### config.mk
export PLATFORM = sky130hd
export DESIGN_NAME = tt_um_adder8
export DESIGN_NICKNAME = d
export VERILOG_FILES = /design/src/rtl/tt_adder_pkg.sv /design/src/rtl/adder8_rca.sv /design/src/rtl/tt_um_adder8.sv
export SDC_FILE = /design/constraint.sdc
export NUM_CORES = 1
export LEC_CHECK = 0
export ABC_AREA = 1
export ABC_CLOCK_PERIOD_IN_PS = 3800
export CORE_MARGIN = 2
export CORE_UTILIZATION = 33
export DETAILED_ROUTE_END_ITERATION = 10
export GPL_ROUTABILITY_DRIVEN = 1
export PLACE_DENSITY_LB_ADDON = 0.05
export RECOVER_POWER = 100
export SLEW_MARGIN = 20
export SYNTH_ARGS = -nofsm -noshare
export SYNTH_HDL_FRONTEND = slang
export SYNTH_SLANG_ARGS = --single-unit
### constraint.sdc
create_clock -name clk -period 3.8 [get_ports clk]
set_input_delay 0.57 -clock clk [delete_from_list [all_inputs] [get_ports clk]]
set_output_delay 0.57 -clock clk [all_outputs]
set_load 0.03 [all_outputs]
### src/rtl/tt_adder_pkg.sv
// Shared definitions for the 8-bit adder tile.
//   WIDTH     : operand/sum width, fixed by the Tiny Tapeout pinout
//   operand_t : one operand or sum word
package tt_adder_pkg;
  localparam int WIDTH = 8;
  typedef logic [WIDTH-1:0] operand_t;
endpackage

### src/rtl/adder8_rca.sv
// WIDTH-bit ripple-carry adder built from a chain of full-adder cells.
// Purely combinational.
//   a, b : operands
//   cin  : carry into bit 0
//   sum  : a + b + cin, truncated to WIDTH bits
//   cout : carry out of the top bit
module adder8_rca
  import tt_adder_pkg::*;
(
  input  operand_t a,
  input  operand_t b,
  input  logic     cin,
  output operand_t sum,
  output logic     cout
);

  // w_c[i] is the carry into bit i; w_c[WIDTH] leaves the top cell.
  logic [WIDTH:0] w_c;

  assign w_c[0] = cin;

  for (genvar i = 0; i < WIDTH; i++) begin : g_fa
    assign sum[i]   = a[i] ^ b[i] ^ w_c[i];
    assign w_c[i+1] = (a[i] & b[i]) | (w_c[i] & (a[i] ^ b[i]));
  end

  assign cout = w_c[WIDTH];

endmodule

### src/rtl/tt_um_adder8.sv
// Tiny Tapeout tile: registered 8-bit unsigned adder.
//   clk     : system clock, rising edge
//   rst_n   : synchronous reset, active HIGH despite the harness name
//   ena     : 1 = load new sum, 0 = hold
//   ui_in   : operand A
//   uio_in  : operand B (all uio pins are inputs)
//   uo_out  : registered (A+B) mod 256, one cycle latency
//   uio_out : tied 0
//   uio_oe  : tied 0, the tile never drives uio
module tt_um_adder8
  import tt_adder_pkg::*;
(
  input  logic             clk,
  input  logic             rst_n,
  input  logic             ena,
  input  logic [WIDTH-1:0] ui_in,
  input  logic [WIDTH-1:0] uio_in,
  output logic [WIDTH-1:0] uo_out,
  output logic [WIDTH-1:0] uio_out,
  output logic [WIDTH-1:0] uio_oe
);

  operand_t w_sum;
  logic     w_cout;

  operand_t r_sum_q;
  logic     r_carry_q;

  adder8_rca u_rca (
    .a    (ui_in),
    .b    (uio_in),
    .cin  (1'b0),
    .sum  (w_sum),
    .cout (w_cout)
  );

  // rst_n is active high here: the harness name is kept, the polarity is not.
  always_ff @(posedge clk) begin
    if (rst_n) begin
      r_sum_q   <= '0;
      r_carry_q <= 1'b0;
    end else if (ena) begin
      r_sum_q   <= w_sum;
      r_carry_q <= w_cout;
    end
  end

  // Carry is kept for simulation visibility only; it has no pin.
  logic w_unused_carry;
  assign w_unused_carry = r_carry_q;

  assign uo_out  = r_sum_q;
  assign uio_out = '0;
  assign uio_oe  = '0;

endmodule

==> results of run 1 <==
==> per-stage QoR <==
step / cell area [sq um] / util (%) / setup slack, ns
2_1_floorplan: 655.6 / - / 0.6043
3_3_place_gp: 810.8 / 47.47 / 0.03054
3_5_place_dp: 810.8 / 47.47 / 0.02730
4_1_cts: 833.3 / 48.79 / 0.2889
5_1_grt: 828.3 / 48.50 / 0.1684
6_report: 828.3 / 48.50 / 0.3325
==> metal layers <==
layer	vias to the layer above	wire, um	track usage (%)
met3	0	88	1.569
met4	0	0	6.667
met2	25	513	17.22
met5	-	0	0
li1	237	-	-
met1	197	417	11.93
==> placed cells by master, fill, tap and decap left out, drive strengths merged <==
cell type	instances
conb	16
fa	6
nand3	2
a211oi	1
clkdlybuf4s50	17
dlygate4sd3	9
nor2	3
dfxtp	8
clkbuf	3
inv	9
ha	1
a21oi	6
nand2	17
==> critical path, cell delays in order <==
cell and delay, ns:
clkdlybuf4s50_1 0.40, ha_1 0.19, inv_1 0.07, fa_1 0.15, inv_1 0.04, fa_1 0.37
fa_1 0.38, fa_1 0.39, fa_1 0.40, fa_1 0.49, nand2_1 0.05, a21oi_1 0.14
==> final cells by class <==
type                    instances  area share [%]
flip-flops and latches          8           19.34
inverters                       9           4.079
repair buffers                 26           31.42
clock buffers                   3           2.719
multi-input cells              52           38.67
well taps                      25           3.776
==> power by group <==
part	internal (uW)	switching [uW]	total, uW
Sequential	91.7	3.53	95.3
Combinational	39.8	60.6	100
Clock	36.0	27.4	63.4
Total	168	91.6	259
==> kinds of logic after synthesis <==
kind of cell / Yosys count
other: 1
AO/OA/AOI/OAI: 7
adder cells (fa/ha/maj): 7
buffers and inverters: 27
flip-flops: 8
AND/OR/NAND/NOR: 22
==> worst max path at each step <==
stage | end | depth (start not counted) | slack [ns]
after floorplan | uo_out[6]$_SDFFE_PP0P_ | 11 | 0.60
after global placement | uo_out[7]$_SDFFE_PP0P_ | 15 | 0.03
after detailed placement | uo_out[7]$_SDFFE_PP0P_ | 15 | 0.03
after CTS | uo_out[7]$_SDFFE_PP0P_ | 15 | 0.29
after global routing | uo_out[7]$_SDFFE_PP0P_ | 14 | 0.17
final | uo_out[6]$_SDFFE_PP0P_ | 12 | 0.33
==> impl_summary.md, run 1 <==
Outcome
The flow ran to the end, and the final reports show no timing, DRC or antenna violations.

Placed design
The final HPWL from detailed placement is 832.1 um. The last weighted congestion value of the routability-driven placer is 0.6704. Input and output buffers added on the ports amount to 26. The total placed cells including tap cells is 120.

Clocking
After clock tree synthesis, the clock-pin slew on the worst setup and hold paths is ~0.05 ns. The quantity of hold-fixing buffers added after cts is 0. For the worst-skew pair, the clock arrives at the later sink with an insertion delay of ~0.25 ns. The root buffer cell chosen for the clock tree is clkbuf_4. The post-CTS setup buffer count is 0. The number of clock buffers inserted by TritonCTS is 3. The number of clock sinks is 8. TritonCTS built the clock tree. No sink is reached through more buffers than the 2 on the longest clock path. The CTS H-tree depth is 1. The number of gates resized after CTS was 0.

Routing
The number of DRC markers in iteration 0 is 6. The via total after detailed routing is 459. The wire length after detailed routing is around 1.0 mm. In this run the remaining antenna-violating nets after routing total 0. The via-per-instance ratio is 3.732. The pre-antenna-repair detailed-routing pass consisted of 3 iterations. The number of DRC violations after detailed routing is 0. The detail-routed net length per standard cell is 8.285 um.

STA
The final critical-path required period is 3.467 ns. The final total negative setup slack is 0 ns. The highest achievable clock rate is 288.4 MHz. The count of endpoints failing hold in the final timing report is 0.

Setup repair after global routing left no endpoint under its margin. The final-report max-slew violation count is 0. Between clock sinks in the finished design, the worst skew comes to 0 ns.

The total setup violations reported at the end of the flow is 0. The post-route fraction of the period consumed by the critical path is 91.25%. The tightest hold path in the finished design has a slack of 0.4554 ns.

Global route
The first global-routing pass estimated 1.566 mm of wire. Summed over all layers, the global routing overflow is 0. The pin count of the biggest net entering global routing is 12. The number of antenna violations at the first check in global routing came to 0. The via count of the first global-routing pass is 412. The total routing usage reported by global routing is between 10 and 15%.

Finish
The filler cells instantiated in the layout total 172. The count of non-filler cells in the finished layout is 123. The net count of the finished layout is 126. The growth of design area from synthesis to finish is 38.20%.

The area used by sequential logic in the layout is 160.2 sq um. The post-route netlist has 5.102% of its cells at a drive strength greater than 1. The count of inserted antenna diode cells is 0.

The flip-flop count of the largest register after layout is 8. Summing all multi-input logic gate instances after layout gives 320.3 sq um.

Synthesis
By area the synthesized netlist is led by dfxtp_1 (27%), fa_1 (20%), buf_4 (20%), nand2_1 (11%), inv_1 (5.6%). Sequential cells were found to cover 26.72% of the synthesized design area. The number of flops mapped to enable cells by yosys is 0.

The synthesized netlist devotes under 10% of its cell area to compound gates. After Yosys synthesis, and, or, nand and nor cells account for approximately 15% of the synthesized area. Of the total synthesized cell area, the portion taken by full adders, half adders and majority gates is 22.13%.

For this run, the number of Yosys warnings is 0. The largest family of logic cells by synthesized area is buffers and inverters. After synthesis, the netlist uses 14 different library cells. For this run, asynchronously set or reset flops after synthesis account for 0%. In this run the cell area of the synthesized design comes to 599.3 sq um. After synthesis, the mean cell area works out to roughly 8.3 sq um.

The largest total area in the synthesized netlist belongs to dfxtp_1. After synthesis, the most frequently instantiated cells are nand2_1 (17), buf_4 (16), inv_1 (9). The xor-xnor portion of the synthesized cell area is 0%. The dominant synthesized flop cell is dfxtp_1. Of the post-synthesis cell area, the dominant cell type holds a little over a quarter.

The synthesized flop and latch total is 8. The mux cell area share after synthesis is 0%. The most instantiated library cell after synthesis is nand2_1. The number of cells produced by synthesis is between 70 and 80.

Critical path
In this run the worst setup path begins at ui_in[0]. The worst register-to-register path ends at uo_out[7]$_SDFFE_PP0P_. The required time of the worst setup path is 3.98 ns.

The worst-case register-to-register setup slack is 3.17 ns. The arrival time reported for the critical path endpoint is 3.65 ns. The number of cells on the worst reg-to-reg path is 4. The startpoint identified for the worst register-to-register timing path is uo_out[7]$_SDFFE_PP0P_. The startpoint-to-endpoint class of the critical path is input pin to register. The type of origin of the critical path is an input pin. Along the worst path, the maximum fanout reaches 1. The worst setup path is captured at a register.

Power
Power comes to about 260 uW. The peak supply drop is 113.3 uV. The analysis attributes to cell leakage a power of 0.0004017 uW. The power per cell area is roughly 310 nW/um^2.

Floorplanning
The floorplan step defined a core boundary enclosing between 1500 and 2000 sq um. The die covers 2173 sq um. Row generation in the floorplan step produced 15 rows. The initial utilization of the core area, before any placement, comes to 35.09%. The chip width is 46.62 um. The floorplan step set the die height to 46.62 um. During I/O placement, the number of pins put on the boundary was 43.

Min path
The min-delay analysis places its worst path in the category register to register. The worst hold path begins at uo_out[0]$_SDFFE_PP0P_. The worst hold path passes through 2 cells. The endpoint with the worst hold slack is uo_out[0]$_SDFFE_PP0P_.

Flow run
Across the run, the number of max-cap violations was 0.
(Power assumes the default switching activity.)
==> run 2, diff against run 1 <==
--- a/config.mk
+++ b/config.mk
@@ -13,6 +13,7 @@
 export GPL_ROUTABILITY_DRIVEN = 1
 export PLACE_DENSITY_LB_ADDON = 0.05
 export RECOVER_POWER = 100
+export SKIP_LAST_GASP = 1
 export SLEW_MARGIN = 20
 export SYNTH_ARGS = -nofsm -noshare
 export SYNTH_HDL_FRONTEND = slang
==> results of run 2 <==
Same layout as run 1: the final DEF is identical, and so are final timing and power.
